$ cat config.mk
export PLATFORM = sky130hd
export DESIGN_NAME = usb_utmi_rx_decoder
export DESIGN_NICKNAME = d
export VERILOG_FILES = /design/src/rtl/usb_utmi_rx_decoder.sv
export SDC_FILE = /design/constraint.sdc
export NUM_CORES = 1
export LEC_CHECK = 0
export BUFFER_PORTS_ARGS = -buffer_cell sky130_fd_sc_hd__buf_2
export CAP_MARGIN = 5
export CORE_MARGIN = 8
export CORE_UTILIZATION = 42
export DETAILED_ROUTE_END_ITERATION = 8
export GPL_TIMING_DRIVEN = 0
export HOLD_SLACK_MARGIN = 0.02
export PLACE_DENSITY = 0.69
export SLEW_MARGIN = 0
export SYNTH_ARGS = -nofsm -noshare
export SYNTH_HDL_FRONTEND = slang
export SYNTH_SLANG_ARGS = --single-unit
$ cat constraint.sdc
create_clock -name clk_i -period 3.8 [get_ports clk_i]
set_input_delay 0.38 -clock clk_i [delete_from_list [all_inputs] [get_ports clk_i]]
set_output_delay 0.38 -clock clk_i [all_outputs]
set_load 0.02 [all_outputs]
$ cat src/rtl/usb_utmi_rx_decoder.sv
// usb_utmi_rx_decoder: UTMI receive decoder that checks PIDs, classifies packets and verifies CRC5/CRC16
// Ports: clk_i/rst_i (async active-high); utmi_* receive stream from the PHY;
//   pid_o/pid_valid_o decoded PID; tok_*/sof_* token fields and strobes;
//   rx_data_o/rx_data_valid_o CRC-stripped payload; hsk_valid_o handshake strobe;
//   pkt_done_o with pkt_len_o/pkt_err_o/pkt_err_code_o end-of-packet status.
module usb_utmi_rx_decoder #(
  parameter int MAX_PAYLOAD = 1024
) (
  input  logic        clk_i,
  input  logic        rst_i,
  input  logic [7:0]  utmi_data_in_i,
  input  logic        utmi_rxvalid_i,
  input  logic        utmi_rxactive_i,
  input  logic        utmi_rxerror_i,
  output logic [3:0]  pid_o,
  output logic        pid_valid_o,
  output logic [6:0]  tok_addr_o,
  output logic [3:0]  tok_ep_o,
  output logic        tok_valid_o,
  output logic [10:0] sof_frame_o,
  output logic        sof_valid_o,
  output logic [7:0]  rx_data_o,
  output logic        rx_data_valid_o,
  output logic        hsk_valid_o,
  output logic        pkt_done_o,
  output logic [10:0] pkt_len_o,
  output logic        pkt_err_o,
  output logic [2:0]  pkt_err_code_o
);
  typedef enum logic [2:0] {S_IDLE, S_PID, S_TOKEN, S_DATA, S_HSK, S_DISCARD} state_t;
  localparam logic [10:0] MAX_L = 11'(MAX_PAYLOAD);
  state_t      state_q, state_d, st;
  logic        first_q;
  logic [1:0]  cnt_q, cnt_d, fill_q, fill_d;
  logic [10:0] fld_q, fld_d, len_q, len_d, plen_q, plen_d;
  logic [4:0]  crc5_q, crc5_d;
  logic [15:0] crc16_q, crc16_d;
  logic [7:0]  b0_q, b0_d, b1_q, b1_d, rxd_q, rxd_d;
  logic [3:0]  pid_q, pid_d;
  logic [2:0]  err_q, err_d, err_n, fe, code_q, code_d;
  logic        pidv_q, pidv_d, tokv_q, tokv_d, sofv_q, sofv_d, rxv_q, rxv_d;
  logic        hskv_q, hskv_d, done_q, done_d, perr_q, perr_d;
  logic [7:0]  d;
  function automatic logic [4:0] crc5_byte(input logic [4:0] c, input logic [7:0] b);
    logic [4:0] r;
    r = c;
    for (int i = 0; i < 8; i++) r = {r[3:0], 1'b0} ^ ((r[4] ^ b[i]) ? 5'h05 : 5'h00);
    return r;
  endfunction
  function automatic logic [15:0] crc16_byte(input logic [15:0] c, input logic [7:0] b);
    logic [15:0] r;
    r = c;
    for (int i = 0; i < 8; i++) r = {r[14:0], 1'b0} ^ ((r[15] ^ b[i]) ? 16'h8005 : 16'h0000);
    return r;
  endfunction
  assign d = utmi_data_in_i;
  always_comb begin
    st = state_q;
    state_d = state_q;
    err_d = err_q;
    cnt_d = cnt_q;
    fill_d = fill_q;
    fld_d = fld_q;
    len_d = len_q;
    crc5_d = crc5_q;
    crc16_d = crc16_q;
    b0_d = b0_q;
    b1_d = b1_q;
    rxd_d = rxd_q;
    pid_d = pid_q;
    plen_d = plen_q;
    code_d = code_q;
    perr_d = perr_q;
    pidv_d = 1'b0;
    tokv_d = 1'b0;
    sofv_d = 1'b0;
    rxv_d = 1'b0;
    hskv_d = 1'b0;
    done_d = 1'b0;
    fe = 3'b000;
    // IDLE folds straight into PID so a PID byte arriving with the rxactive rise is not lost;
    // the first cycle after reset treats an already-active packet as a truncated one.
    if (state_q == S_IDLE) begin
      err_d = {2'b00, first_q && utmi_rxactive_i};
      cnt_d = '0;
      fill_d = '0;
      len_d = '0;
      crc5_d = '1;
      crc16_d = '1;
      st = !utmi_rxactive_i ? S_IDLE : first_q ? S_DISCARD : S_PID;
    end
    err_n = err_d | {2'b00, utmi_rxerror_i};
    if (st != S_IDLE) begin
      if (!utmi_rxactive_i) begin
        fe = st == S_PID   ? err_n | 3'b100 :
             st == S_TOKEN ? err_n | {cnt_q != 2'd2, crc5_q != 5'b01100, 1'b0} :
             st == S_DATA  ? err_n | (cnt_q < 2'd2 ? 3'b110 : {1'b0, crc16_q != 16'h800D, 1'b0}) :
                             err_n;
        done_d = 1'b1;
        perr_d = |fe;
        code_d = fe;
        plen_d = st == S_DATA ? len_q : '0;
        tokv_d = st == S_TOKEN && fe == 3'b000 && (pid_q == 4'h1 || pid_q == 4'h9 || pid_q == 4'hD);
        sofv_d = st == S_TOKEN && fe == 3'b000 && pid_q == 4'h5;
        hskv_d = st == S_HSK && fe == 3'b000;
        state_d = S_IDLE;
      end else if (utmi_rxerror_i) begin
        err_d = err_n;
        state_d = S_DISCARD;
      end else begin
        state_d = st;
        if (utmi_rxvalid_i) begin
          if (st == S_PID) begin
            // PID[1:0] selects the class: 01 token, 11 data, 10 handshake, 00 special (token-shaped)
            if (d[7:4] == ~d[3:0]) begin
              pid_d = d[3:0];
              pidv_d = 1'b1;
              state_d = d[1:0] == 2'b11 ? S_DATA : d[1:0] == 2'b10 ? S_HSK : S_TOKEN;
            end else begin
              err_d = err_n | 3'b001;
              state_d = S_DISCARD;
            end
          end
          if (st == S_TOKEN) begin
            cnt_d = cnt_q == 2'd3 ? cnt_q : cnt_q + 2'd1;
            fld_d = cnt_q == 2'd0 ? {fld_q[10:8], d} : cnt_q == 2'd1 ? {d[2:0], fld_q[7:0]} : fld_q;
            crc5_d = crc5_byte(crc5_q, d);
          end
          if (st == S_DATA) begin
            cnt_d = cnt_q == 2'd3 ? cnt_q : cnt_q + 2'd1;
            crc16_d = crc16_byte(crc16_q, d);
            // Two-byte delay keeps the trailing CRC bytes from ever being emitted
            if (fill_q == 2'd2) begin
              b0_d = b1_q;
              b1_d = d;
              if (!err_q[2]) begin
                if (len_q == MAX_L) begin
                  err_d = err_q | 3'b100;
                end else begin
                  rxd_d = b0_q;
                  rxv_d = 1'b1;
                  len_d = len_q + 11'd1;
                end
              end
            end else begin
              b0_d = fill_q == 2'd0 ? d : b0_q;
              b1_d = fill_q == 2'd1 ? d : b1_q;
              fill_d = fill_q + 2'd1;
            end
          end
          if (st == S_HSK) err_d = err_q | 3'b100;
        end
      end
    end
  end
  always_ff @(posedge clk_i or posedge rst_i) begin
    if (rst_i) begin
      state_q <= S_IDLE;
      first_q <= 1'b1;
      err_q <= '0;
      cnt_q <= '0;
      fill_q <= '0;
      fld_q <= '0;
      len_q <= '0;
      crc5_q <= '1;
      crc16_q <= '1;
      b0_q <= '0;
      b1_q <= '0;
      rxd_q <= '0;
      pid_q <= '0;
      plen_q <= '0;
      code_q <= '0;
      perr_q <= 1'b0;
      pidv_q <= 1'b0;
      tokv_q <= 1'b0;
      sofv_q <= 1'b0;
      rxv_q <= 1'b0;
      hskv_q <= 1'b0;
      done_q <= 1'b0;
    end else begin
      state_q <= state_d;
      first_q <= 1'b0;
      err_q <= err_d;
      cnt_q <= cnt_d;
      fill_q <= fill_d;
      fld_q <= fld_d;
      len_q <= len_d;
      crc5_q <= crc5_d;
      crc16_q <= crc16_d;
      b0_q <= b0_d;
      b1_q <= b1_d;
      rxd_q <= rxd_d;
      pid_q <= pid_d;
      plen_q <= plen_d;
      code_q <= code_d;
      perr_q <= perr_d;
      pidv_q <= pidv_d;
      tokv_q <= tokv_d;
      sofv_q <= sofv_d;
      rxv_q <= rxv_d;
      hskv_q <= hskv_d;
      done_q <= done_d;
    end
  end
  assign pid_o = pid_q;
  assign pid_valid_o = pidv_q;
  assign tok_addr_o = fld_q[6:0];
  assign tok_ep_o = fld_q[10:7];
  assign tok_valid_o = tokv_q;
  assign sof_frame_o = fld_q;
  assign sof_valid_o = sofv_q;
  assign rx_data_o = rxd_q;
  assign rx_data_valid_o = rxv_q;
  assign hsk_valid_o = hskv_q;
  assign pkt_done_o = done_q;
  assign pkt_len_o = plen_q;
  assign pkt_err_o = perr_q;
  assign pkt_err_code_o = code_q;
endmodule

==> impl_metrics.yaml <==
power:
  power_per_unit_of_standard_cell_area_nw_per_um2: 400.8
  peakVddDrop_v: 0.0002658
  power.static_leakage_uw: 0.002736
worst_setup_path:
  critical_path.endpoint_type: "flop"
  worst_ep_required_time_ps: 4060
  worstPathMaxFanout: 10
  worst_ep_arrival_time_ps: 2940
  criticalPathCategory: "flop to flop"
  worst_setup_path_start_kind: "flop"
timing:
  hold_ws_ps: 98.95
  setup_viol: 0
  final_hold_viol_count: 0
  setup_repair_after_global_routing_missed_its_margin: "false"
  worstMarginPinSlew_ps: 705.5
  finClkSkew_ps: 7.983
  final_period_minus_worst_setup_slack_ps: 2680
  min_period_over_period_pct: 70.52
  fin_ws_ps: 1120
  final_max_slew_violation_count: 0
  slew_headroom_pct: 52.76
  max_clock_freq_ghz: 0.3732
drt:
  route.vias.total: 3737
  wirelength_mm: 11.38
  drtAntennaViolNets: 0
  post_drt_wl_per_cell_um: 16.69
  viasPerCell: 5.479
  drc_errors: 0
  drt-pass1-iter-count: 5
  starting_drc_count_in_detailed_routing: 250
logic_synthesis:
  synthesized_cell_area_um2: 4975
  syn_inst: 463
  synth_ff_type: "dfrtp_1"
  async_flop_share_pct: 100.0
  yosys_warnings: 0
  number_of_flops_mapped_to_enable_cells_by_yosys: 0
  synth_cell_type_count: 60
  synth.yosys.seq_area_share_pct: 52.36
  synth_seq_cells: 103
  synth.net_count: 481
  post_synth.cell_area_avg_um2: 10.74
placed_design:
  pre_cts_ws_ps: 1128
  dp_hpwl_mm: 8.224
  replace_congestion: 0.8608
  place.port_buffers: 59
clock_tree:
  clockBufferDepth: 2
  clock_tree_from_tritoncts: "yes"
  cts_clk_pin_slew_worst_paths_ps: 70
  post-cts-setup-buffer-count: 0
  htree_num_levels: 3
  cts.hold.buffers_added: 0
  number_of_buffers_added_by_the_clock_tree_synthesis_step: 9
  clock-sinks: 103
  post_cts_resize_count: 0
  clock_latency_ps: 350
  cts.root.buffer_cell: "clkbuf_16"
run:
  max_cap_viol_count: 0
floorplan:
  die_width_um: 124.8
  boundaryPins: 68
  total_number_of_placement_rows: 39
  floorplan.initialDensity_pct: 43.38
  die_area_um2: 15580
  core_outline_area_um2: 11470
  fp.dieH_um: 124.8
cells_and_area:
  syn_to_final_growth_pct: 16.27
  post_route_cells_drive_above_1_share_pct: 28.39
  n_antenna_cell: 0
  nNetsFinal: 552
global_routing:
  maximum_number_of_pins_on_one_net_before_global_route_repair: 61
  met2_usage_pct: 24.78
  grtUsageTotal_pct: 14.76
  use_met1_pct: 17.68
  number_of_global_route_vias_before_repair: 3811
  met3_usage_pct: 4.723
  grt_most_used_layer: "met2"
  initial_antenna_violation_count: 0
  grt_remaining_overflow: 0
  grt_first_pass_wirelength_mm: 19.06
status:
  run_status: "finished, final reports clean"
min_path:
  timing.hold.worst.class: "input pin to asynchronous set/reset pin"
-- area by class of cell --
type,instances,area (µm²)
plain buffers,40,203.9
clock buffers,10,239.0
clock inverters,6,66.31
fillers,1037,5683
inverters,14,55.05
multi-input cells,306,2113
flip-flops and latches,103,2605
well taps,143,178.9
repair buffers,60,322.8
-- worst paths after layout --
kind                           startpoint      endpoint  slack, ps  cells after the start
max                             fill_q[0]      len_q[1]       1120                      9
min                                 rst_i  pkt_len_o[7]        100                      2
max reg2reg                     fill_q[0]      len_q[1]       1120                      9
min reg2reg                  rx_data_o[2]  rx_data_o[2]        470                      2
max in group asynchronous           rst_i    crc16_q[1]       2970                      3
min in group clk_i         utmi_rxerror_i    state_q[2]        360                      3
-- cell usage after synthesis, types with 3 or more instances --
| library cell | number | area share, % |
|---|---|---|
| o21ai_0 | 19 | 1.9 |
| buf_4 | 11 | 1.7 |
| nor2_1 | 16 | 1.2 |
| or3_1 | 4 | 0.50 |
| nand3b_1 | 3 | 0.45 |
| a31oi_1 | 6 | 0.75 |
| nand3_1 | 8 | 0.80 |
| o22ai_1 | 9 | 1.1 |
| mux2i_1 | 5 | 1.0 |
| clkbuf_1 | 14 | 1.1 |
| nand4_1 | 5 | 0.63 |
| a21oi_1 | 26 | 2.6 |
| xor2_1 | 7 | 1.2 |
| inv_1 | 12 | 0.91 |
| dfstp_2 | 22 | 12 |
| a22o_1 | 18 | 3.2 |
| dfrtp_1 | 81 | 41 |
| xnor3_1 | 3 | 1.4 |
| ha_1 | 5 | 1.3 |
| nand2b_1 | 5 | 0.63 |
| nand2_1 | 49 | 3.7 |
| buf_1 | 5 | 0.38 |
| mux2_2 | 24 | 5.4 |
| xnor2_1 | 31 | 5.5 |
| nor4b_1 | 4 | 0.70 |
| nor4_1 | 4 | 0.50 |
| buf_2 | 9 | 0.91 |
| nor3_1 | 18 | 1.8 |
-- per-layer routing --
metal | up-vias | share of wire [%]
li1 | 1767 | -
met1 | 1869 | 43
met2 | 89 | 51
met3 | 12 | 4.9
met4 | 0 | 1.0
met5 | - | 0
-- placed cells by master (no fill, tap or decap), drive strengths merged, types with 5 or more instances in the layout --
| master | instances |
|---|---|
| nand3 | 8 |
| xor2 | 7 |
| a31oi | 6 |
| nand2b | 5 |
| nor2 | 16 |
| ha | 5 |
| mux2i | 5 |
| nand4 | 5 |
| o21ai | 20 |
| dfrtp | 81 |
| xnor2 | 31 |
| dfstp | 22 |
| o22ai | 9 |
| buf | 85 |
| nand2 | 49 |
| a22o | 18 |
| nor3 | 19 |
| inv | 16 |
| mux2 | 24 |
| clkbuf | 25 |
| a21oi | 26 |
-- worst max-delay path, stage by stage (launching register included) --
cell	delay, ps
dfrtp_1	360
inv_1	140
ha_1	360
inv_2	150
or3_1	390
clkbuf_2	180
nor3_2	450
clkbuf_1	390
nand2_1	100
o31ai_1	80
-- state kept, by name (all words and copies together) (netlist names), 2 cells and up --
name	flops
pkt_err_code_o	3
crc16_q	16
rx_data_o	8
b1_q	8
state_q	3
err_q	3
cnt_q	2
fill_q	2
b0_q	8
pkt_len_o	11
crc5_q	5
len_q	11
pid_o	4
sof_frame_o	11
-- where the power goes --
part	internal [µW]	switching [µW]
Sequential	1120	13.6
Clock	534	414
Combinational	89.7	148
-- per-stage QoR --
step | cells | instance area [µm²] | power [µW] | setup TNS (ps) | util, %
global placement | 665 | 5449 | 1384 | -31500 | 47.52
global route | 682 | 5784 | 2402 | 0 | 50.44
floorplan | 463 | 4975 | 1323 | 0 | -
CTS | 682 | 5784 | 2340 | 0 | 50.44
finish | 682 | 5784 | 2318 | 0 | 50.44
detailed placement | 666 | 5479 | 1392 | 0 | 47.78
-- kinds of logic after synthesis --
| kind of cell | synth area share, % |
|---|---|
| AO/OA/AOI/OAI | 12.20 |
| XOR/XNOR | 8.048 |
| adder cells (fa/ha/maj) | 1.258 |
| buffers and inverters | 5.156 |
| flip-flops | 52.36 |
| multiplexers | 6.439 |
| other | 0.07538 |
| AND/OR/NAND/NOR | 14.46 |
Power figures use the tool's default switching activity.
